[config.mk]
export PLATFORM = sky130hd
export DESIGN_NAME = terminal_write_ctrl
export DESIGN_NICKNAME = d
export VERILOG_FILES = /design/src/rtl/terminal_write_ctrl.sv
export SDC_FILE = /design/constraint.sdc
export NUM_CORES = 1
export LEC_CHECK = 0
export ABC_AREA = 1
export BUFFER_PORTS_ARGS = -buffer_cell sky130_fd_sc_hd__buf_4
export CELL_PAD_IN_SITES_DETAIL_PLACEMENT = 1
export CELL_PAD_IN_SITES_GLOBAL_PLACEMENT = 1
export CORE_ASPECT_RATIO = 1.4
export CORE_MARGIN = 8
export CORE_UTILIZATION = 40
export DETAILED_ROUTE_END_ITERATION = 8
export HOLD_SLACK_MARGIN = 0.06
export PLACE_DENSITY = 0.78
export RECOVER_POWER = 50
export SLEW_MARGIN = 40
export SYNTH_ARGS = -nofsm -noshare
export SYNTH_HDL_FRONTEND = slang
export SYNTH_SLANG_ARGS = --single-unit
[constraint.sdc]
create_clock -name clk_in -period 3.75 [get_ports clk_in]
set_input_delay 0.9375 -clock clk_in [delete_from_list [all_inputs] [get_ports clk_in]]
set_output_delay 0.9375 -clock clk_in [all_outputs]
set_load 0.05 [all_outputs]
[src/rtl/terminal_write_ctrl.sv]
// Write sequencer for the character grid BRAM: takes a byte stream, keeps the cursor,
// and owns every grid write, including the row and full-screen clear sweeps.
//
// state     | meaning
// IDLE      | ready for a byte; printable/control codes handled on acceptance
// CLEAR_ROW | zeroing the row the cursor just entered, one cell per cycle
// CLEAR_ALL | zeroing the whole grid from address 0, one cell per cycle
module terminal_write_ctrl #(
  parameter int SCREEN_WIDTH  = 76,
  parameter int SCREEN_HEIGHT = 44,
  parameter int ADDR_W        = $clog2(SCREEN_WIDTH*SCREEN_HEIGHT),
  parameter int X_W           = $clog2(SCREEN_WIDTH),
  parameter int Y_W           = $clog2(SCREEN_HEIGHT)
) (
  input  logic              clk_in,
  input  logic              rst_in,
  input  logic [7:0]        char_in,
  input  logic              char_valid_in,
  output logic              char_ready_out,
  output logic              tg_write_en_out,
  output logic [ADDR_W-1:0] tg_addr_out,
  output logic [7:0]        tg_data_out,
  output logic [X_W-1:0]    cursor_x_out,
  output logic [Y_W-1:0]    cursor_y_out,
  output logic              busy_out
);

  localparam logic [X_W-1:0]    X_LAST     = X_W'(SCREEN_WIDTH-1);
  localparam logic [Y_W-1:0]    Y_LAST     = Y_W'(SCREEN_HEIGHT-1);
  localparam logic [ADDR_W-1:0] WIDTH_A    = ADDR_W'(SCREEN_WIDTH);
  localparam logic [ADDR_W-1:0] ROW_LEN_TC = ADDR_W'(SCREEN_WIDTH-1);
  localparam logic [ADDR_W-1:0] ALL_LEN_TC = ADDR_W'(SCREEN_WIDTH*SCREEN_HEIGHT-1);

  typedef enum logic [1:0] {IDLE, CLEAR_ROW, CLEAR_ALL} state_t;

  state_t            state, state_nxt;
  logic [X_W-1:0]    cur_x, cur_x_nxt;
  logic [Y_W-1:0]    cur_y, cur_y_nxt;
  logic [ADDR_W-1:0] sweep_addr, sweep_addr_nxt;
  logic [ADDR_W-1:0] sweep_left, sweep_left_nxt;
  logic              we_nxt;
  logic [ADDR_W-1:0] addr_nxt;
  logic [7:0]        data_nxt;
  logic              accept;
  logic [Y_W-1:0]    y_adv;
  logic [ADDR_W-1:0] cur_addr;

  // Product is taken at ADDR_W so the largest row base still fits the grid address.
  function automatic logic [ADDR_W-1:0] row_base(input logic [Y_W-1:0] y);
    return ADDR_W'(y) * WIDTH_A;
  endfunction

  assign char_ready_out = (state == IDLE);
  assign busy_out       = (state != IDLE);
  assign accept         = char_valid_in && char_ready_out;
  assign y_adv          = (cur_y == Y_LAST) ? '0 : cur_y + Y_W'(1);
  assign cur_addr       = row_base(cur_y) + ADDR_W'(cur_x);
  assign cursor_x_out   = cur_x;
  assign cursor_y_out   = cur_y;

  always_comb begin
    state_nxt      = state;
    cur_x_nxt      = cur_x;
    cur_y_nxt      = cur_y;
    sweep_addr_nxt = sweep_addr;
    sweep_left_nxt = sweep_left;
    we_nxt         = 1'b0;
    addr_nxt       = tg_addr_out;
    data_nxt       = tg_data_out;
    case (state)
      IDLE: begin
        if (accept) begin
          if (char_in >= 8'h20 && char_in <= 8'h7E) begin
            we_nxt   = 1'b1;
            addr_nxt = cur_addr;
            data_nxt = char_in;
            if (cur_x == X_LAST) begin
              cur_x_nxt      = '0;
              cur_y_nxt      = y_adv;
              state_nxt      = CLEAR_ROW;
              sweep_addr_nxt = row_base(y_adv);
              sweep_left_nxt = ROW_LEN_TC;
            end else begin
              cur_x_nxt = cur_x + X_W'(1);
            end
          end else begin
            case (char_in)
              8'h0A: begin
                cur_x_nxt      = '0;
                cur_y_nxt      = y_adv;
                state_nxt      = CLEAR_ROW;
                sweep_addr_nxt = row_base(y_adv);
                sweep_left_nxt = ROW_LEN_TC;
              end
              8'h0D: cur_x_nxt = '0;
              8'h08: begin
                if (cur_x != '0 || cur_y != '0) begin
                  we_nxt   = 1'b1;
                  data_nxt = 8'h00;
                  if (cur_x == '0) begin
                    cur_x_nxt = X_LAST;
                    cur_y_nxt = cur_y - Y_W'(1);
                    addr_nxt  = row_base(cur_y - Y_W'(1)) + ADDR_W'(X_LAST);
                  end else begin
                    cur_x_nxt = cur_x - X_W'(1);
                    addr_nxt  = cur_addr - ADDR_W'(1);
                  end
                end
              end
              8'h0C: begin
                cur_x_nxt      = '0;
                cur_y_nxt      = '0;
                state_nxt      = CLEAR_ALL;
                sweep_addr_nxt = '0;
                sweep_left_nxt = ALL_LEN_TC;
              end
              default: ;
            endcase
          end
        end
      end
      default: begin
        we_nxt   = 1'b1;
        addr_nxt = sweep_addr;
        data_nxt = 8'h00;
        // sweep_left counts down to terminal count; pointers hold on the last cell
        if (sweep_left == '0) begin
          state_nxt = IDLE;
        end else begin
          sweep_addr_nxt = sweep_addr + ADDR_W'(1);
          sweep_left_nxt = sweep_left - ADDR_W'(1);
        end
      end
    endcase
  end

  always_ff @(posedge clk_in or negedge rst_in) begin
    if (!rst_in) begin
      state           <= CLEAR_ALL;
      cur_x           <= '0;
      cur_y           <= '0;
      sweep_addr      <= '0;
      sweep_left      <= ALL_LEN_TC;
      tg_write_en_out <= 1'b0;
      tg_addr_out     <= '0;
      tg_data_out     <= 8'h00;
    end else begin
      state           <= state_nxt;
      cur_x           <= cur_x_nxt;
      cur_y           <= cur_y_nxt;
      sweep_addr      <= sweep_addr_nxt;
      sweep_left      <= sweep_left_nxt;
      tg_write_en_out <= we_nxt;
      tg_addr_out     <= addr_nxt;
      tg_data_out     <= data_nxt;
    end
  end

endmodule

== After elaboration in Yosys (flattened, before gate mapping) ==
Cells that the tools add are included.

* Word-level logic and storage cells: 100
* Bits in registers: 60
* Bits of input ports: 11

* Reduce and logical (&&, ||, !) cells: 18
* $lt $le $gt $ge: 2
* Equality and inequality tests: 15
* Multiplexer cells: 45
* Add/sub/neg operators: 9
* $mul: 3

{| class="wikitable"
|+ Operators by type and width
! operator !! count
|-
| 12-bit two-way mux || 16
|-
| 12-bit one-hot mux with 2 select lines || 2
|-
| 8-bit two-way mux || 5
|-
| 8-bit by 4-bit == test with 1-bit output, second input constant || 4
|-
| 6-bit by 5-bit multiplier with 10-bit output, second input constant || 3
|-
| 6-bit two-way mux || 5
|-
| 7-bit two-way mux || 4
|-
| 12-bit by 1-bit subtractor with 12-bit output, second input constant || 2
|-
| 6-bit one-hot mux with 3 select lines || 1
|-
| 7-bit one-hot mux with 2 select lines || 1
|-
| 12-bit by 1-bit adder with 12-bit output, second input constant || 1
|-
| 12-bit by 7-bit adder with 12-bit output || 1
|-
| 12-bit by 7-bit adder with 12-bit output, second input constant || 1
|-
| 12-bit logical NOT || 1
|-
| 4-bit AND reduction || 3
|-
| 2-bit two-way mux || 5
|-
| 8-bit by 6-bit >= comparator with 1-bit output, second input constant || 1
|-
| 8-bit by 7-bit <= comparator with 1-bit output, second input constant || 1
|-
| 7-bit by 1-bit adder with 7-bit output, second input constant || 1
|-
| 7-bit == test, second input constant || 1
|-
| 7-bit logical NOT || 1
|-
| 7-bit nonzero test || 1
|-
| 7-bit by 1-bit subtractor with 7-bit output, second input constant || 1
|-
| 6-bit by 1-bit adder with 6-bit output, second input constant || 1
|-
| 20 further kinds || 29
|}

== Depth between registers and ports, before layout ==
* Word-level depth: 9
* Gate-level depth with buffers: 26
* Mapped depth without buffers: 25

== Least setup slack after synthesis ==
No wires, ideal clock.

* Kind: register to register
* Start point: reg cur_y[0] (netlist: cursor_y_out[0])
* End point: reg tg_addr_out[11]
* Stages on the path, launching flop included: 24
* Data arrival time: 3,821 ps
* Path buffers: 1
* Clock period less this slack: 3,943 ps
* Data required time: 3,628 ps
* Setup slack: -193 ps
* Cells stage by stage: dfrtp_1 -> clkbuf_2 -> inv_1 -> ha_1 -> nand2_1 -> xor2_1 -> inv_1 -> ha_1 -> inv_1 -> fa_1 -> inv_1 -> ha_1 -> nand2_1 -> or2_2 -> nand4_1 -> nand2_1 -> nor2_1 -> nand2_1 -> nand2_1 -> nand2_1 -> a21oi_1 -> nand2_1 -> nand2_1 -> a21oi_1

* Cells in the longest elaborated chain, start to end: 9
* Elaborated cells between the ends (all ways): 16
* Classes of those cells: add/sub: 4; mul: 2; eq/ne: 1; mux: 6; reduce/logical: 3

{| class="wikitable"
|+ Ends and longest elaborated chain
! item !! RTL line !! RTL
|-
| from (decl) || 38 || <nowiki>logic [Y_W-1:0] cur_y, cur_y_nxt;</nowiki>
|-
| from (signal assigned) || 150 || <nowiki>cur_y <= cur_y_nxt;</nowiki>
|-
| 6-bit by 5-bit multiplier with 10-bit output or 6-bit by 1-bit subtractor with 6-bit output (tied branches) || 50, 103 ||
|-
| 12-bit by 7-bit adder with 12-bit output or 6-bit by 5-bit multiplier with 10-bit output (tied branches) || 57, 50 ||
|-
| 12-bit by 1-bit subtractor with 12-bit output or 12-bit by 7-bit adder with 12-bit output (tied branches) || 106, 103 ||
|-
| 12-bit two-way mux || 100 || <nowiki>if (cur_x == '0) begin</nowiki>
|-
| 12-bit two-way mux || 97 || <nowiki>if (cur_x != '0 || cur_y != '0) begin</nowiki>
|-
| 12-bit two-way mux || 87 || <nowiki>case (char_in)</nowiki>
|-
| 12-bit two-way mux || 73 || <nowiki>if (char_in >= 8'h20 && char_in <= 8'h7E) begin</nowiki>
|-
| 12-bit two-way mux || 72 || <nowiki>if (accept) begin</nowiki>
|-
| 12-bit two-way mux || 70 || <nowiki>case (state)</nowiki>
|-
| to (signal assigned) || 154 || <nowiki>tg_addr_out <= addr_nxt;</nowiki>
|-
| to (decl) || 21 || <nowiki>output logic [ADDR_W-1:0] tg_addr_out,</nowiki>
|}

Parallel ways exist; a longest one is shown, timed or not. The select of a mux whose other input is x is not followed.
A chain may end at the register's enable or synchronous reset.

== Worst setup path in the final report ==
* Start point: reg cur_y[2] (netlist: cursor_y_out[2])
* End point: reg tg_addr_out[9]

Same word-level chain as after synthesis.

==> results.cfg <==
[worst_hold_path]
hold_path_startpoint = tg_data_out[4]$_DFFE_PN0P_
worstHoldPathType = register to register
hold_end = tg_data_out[4]$_DFFE_PN0P_
holdPathStages = 2

[clock_network]
cts_hold_buf = 0
cts.sinks = 60
cts_buffer_depth = 2
clk_latency_ns = 0.34
cts_buffers = 9
h-tree-depth = 3
cts_tree = yes
cts_root_buf = clkbuf_16
cts.clk_slew.worst_paths_ns = 0.07

[worst_setup_path]
critPathMaxStageDelay_ns = 0.50
worst-setup-path-type = register to register
cp.arrival_ns = 4.08
cp_common_cell = nand2_1
start_kind = register
rr_endpoint = tg_addr_out[9]$_DFFE_PN0P_
crit_chain = inv_4, ha_2, nand2_2, xor2_2, inv_2, ha_1, inv_1, fa_1, inv_1, ha_4, nand2_1, nand2_1, a31oi_1, xor2_1, buf_4, nor2_2, xnor2_1, nand2_1, nand3_1, nand2_1, a21oi_1
reg2reg_depth = 21
r2r_start = cursor_y_out[2]$_DFFE_PN0P_
crit_required_ns = 4.00
critPathSlowestCell = fa_1
cp-end-kind = register
worstPathMaxFanout = 6
r2r_setup_slack_ns = -0.08

[floorplanning]
top_level_ports = 47
fp.dieW_um = 119
die_area_um2 = 19100
start_util_pct = 41.0
die_h_um = 160
core-area_um2 = 14500
fp-row-count = 52

[logic_synthesis]
synthCells = 856
syn_nets = 936
seq_area_frac_synth_pct = 25.4
ys_seq_elements = 60
avgSynthCellArea_um2 = 6.95
ys_warn_count = 0
synth_area_leaders = dfrtp_1 22%, nand2_1 13%, ha_1 13%
yosys.area.top_type = dfrtp_1
synth_cell_types = 54
netlist_area_um2 = 5950
synth_top_area_share_pct = 21.9

[detailed_routing]
drtIter0Drc = 272
drt_pre_antenna_iters = 4
drc = 0
num_vias = 6181
ant_nets = 0
drt-total-wl_um = 20300
vias_per_cell = 5.49
wire_per_inst_um = 18.0

[finish]
drive_above_1_share_pct = 18.8
multiInputGateArea_um2 = 4010
diodes = 0
syn2layout_area_growth_pct = 19.3
final_cell_mix = 207 x nand2_1, 115 x inv_1, 69 x nor2_1, 64 x buf_4, 51 x ha_1
fillers = 1909
final_nets = 1012
regArea_um2 = 1520
final_common_cell = nand2_1

[grt]
grt_pass1_vias = 6492
antenna_found_initial = 0
gr-usage-all-layers_pct = 20.5
grt_pass1_wl_um = 32100
gr-total-overflow = 0
grt_max_degree = 61

[sta]
fin_skew_ns = 0.0114
setup_viol = 1
max_slew_margin_pct = -6.97
fmax_mhz = 261
period_share_pct = 102
hold_violations = 0
min_period_ns = 3.83
fin_setup_tns_ns = -0.0787
rsz0062_at_grt = yes
tightest_slew_ns = 1.60
finalWorstSetupSlack_ns = -0.0787
slew_viol_final = 61

[place]
gp_congestion = 0.877
dp_hpwl_um = 14900
portBuffers = 46

[run]
maxCapViolations = 1

[run_status]
status = finished, violations left
violations = capacitance limit, slew limit, setup timing
## stage by stage
| stage | setup WS, ns | std cells | util, % | hold slack (ns) | cell area [um^2] |
|---|---|---|---|---|---|
| after floorplan | -0.0279 | 856 | - | 0.468 | 5950 |
| after detailed placement | -0.0443 | 1099 | 45.6 | 0.482 | 6610 |
| final | -0.0787 | 1126 | 48.9 | 0.491 | 7100 |
| after CTS | 0.0219 | 1116 | 47.6 | 0.500 | 6910 |
| after global placement | 0.0791 | 1099 | 45.6 | 0.477 | 6610 |
| after global routing | -0.287 | 1126 | 48.9 | 0.526 | 7100 |
## critical path, delay by kind of cell (launching register included)
kind                     cells  cell delay [ns]
AO/OA/AOI/OAI                2             0.36
XOR/XNOR                     3             0.53
adder cells (fa/ha/maj)      4             1.29
buffers and inverters        5             0.50
flip-flops                   1             0.47
AND/OR/NAND/NOR              7             0.55
## area by class of cell
cell class                 instances  share of cell area (%)
inverter                         134                    7.21
clock buffer                       9                    3.17
tap                              189                    3.33
sequential                        60                    21.4
timing repair buffer              81                    7.69
clock inverter                     7                   0.723
multi-input combinational        646                    56.5
## cell usage after synthesis (all sizes together)
cell     number
a211oi        2
a21o          1
a21oi        52
a22o          2
a22oi         2
a2bb2oi       2
a31oi         5
a32o          2
a32oi         1
a41oi         2
and2          1
and3          1
buf           9
clkbuf        7
clkinv        2
dfrtp        52
dfstp         8
fa            7
ha           62
inv         132
nand2       214
nand3        46
nand3b        8
nand4        17
nor2         84
nor3         17
nor3b         1
nor4          2
o211ai        7
o21a          1
o21ai        58
o221ai        1
o22ai         7
o31ai         2
o32ai         2
o41ai         3
or2           6
xnor2         7
xor2         21
## cell families after synthesis
family / Yosys count / synth area share [%]
flip-flops: 60 / 25.4
adder cells (fa/ha/maj): 69 / 15.4
AND/OR/NAND/NOR: 397 / 29.9
AO/OA/AOI/OAI: 152 / 14.9
buffers and inverters: 150 / 10.3
XOR/XNOR: 28 / 4.12
## per-layer routing
layer	global-route usage [%]	vias up	part of all wire [%]
li1	-	2973	-
met1	23.3	3023	40
met2	37.6	122	52
met3	2.29	63	2.6
met4	8.71	0	5.0
met5	0	-	0
## state kept, by name, indices dropped and copies added, names as in the netlist
name	flops
tg_addr_out	12
state	2
sweep_left	12
cursor_x_out	7
sweep_addr	12
tg_data_out	8
tg_write_en_out	1
cursor_y_out	6
## how the worst max path moves through the flow
| stage | startpoint | end | slack, ns |
|---|---|---|---|
| after floorplan | cursor_y_out[3]$_DFFE_PN0P_ | tg_addr_out[11]$_DFFE_PN0P_ | -0.03 |
| after global placement | cursor_y_out[2]$_DFFE_PN0P_ | tg_addr_out[11]$_DFFE_PN0P_ | 0.08 |
| after detailed placement | cursor_y_out[2]$_DFFE_PN0P_ | tg_addr_out[9]$_DFFE_PN0P_ | -0.04 |
| after CTS | cursor_y_out[1]$_DFFE_PN0P_ | tg_addr_out[9]$_DFFE_PN0P_ | 0.02 |
| after global routing | cursor_y_out[1]$_DFFE_PN0P_ | tg_addr_out[9]$_DFFE_PN0P_ | -0.29 |
| final | cursor_y_out[2]$_DFFE_PN0P_ | tg_addr_out[9]$_DFFE_PN0P_ | -0.08 |
## repair_timing
| action | in CTS | in global routing |
|---|---|---|
| endpoints found under the setup margin | 3 | 7 |
| pin swaps | 1 | 9 |
| hold endpoints to repair | 0 | 0 |
| buffers inserted | 1 | 10 |
| resized for setup | 5 | 47 |
Power is not shown: default switching activity piles up to over one toggle a cycle in this logic, so the estimate is an artifact.
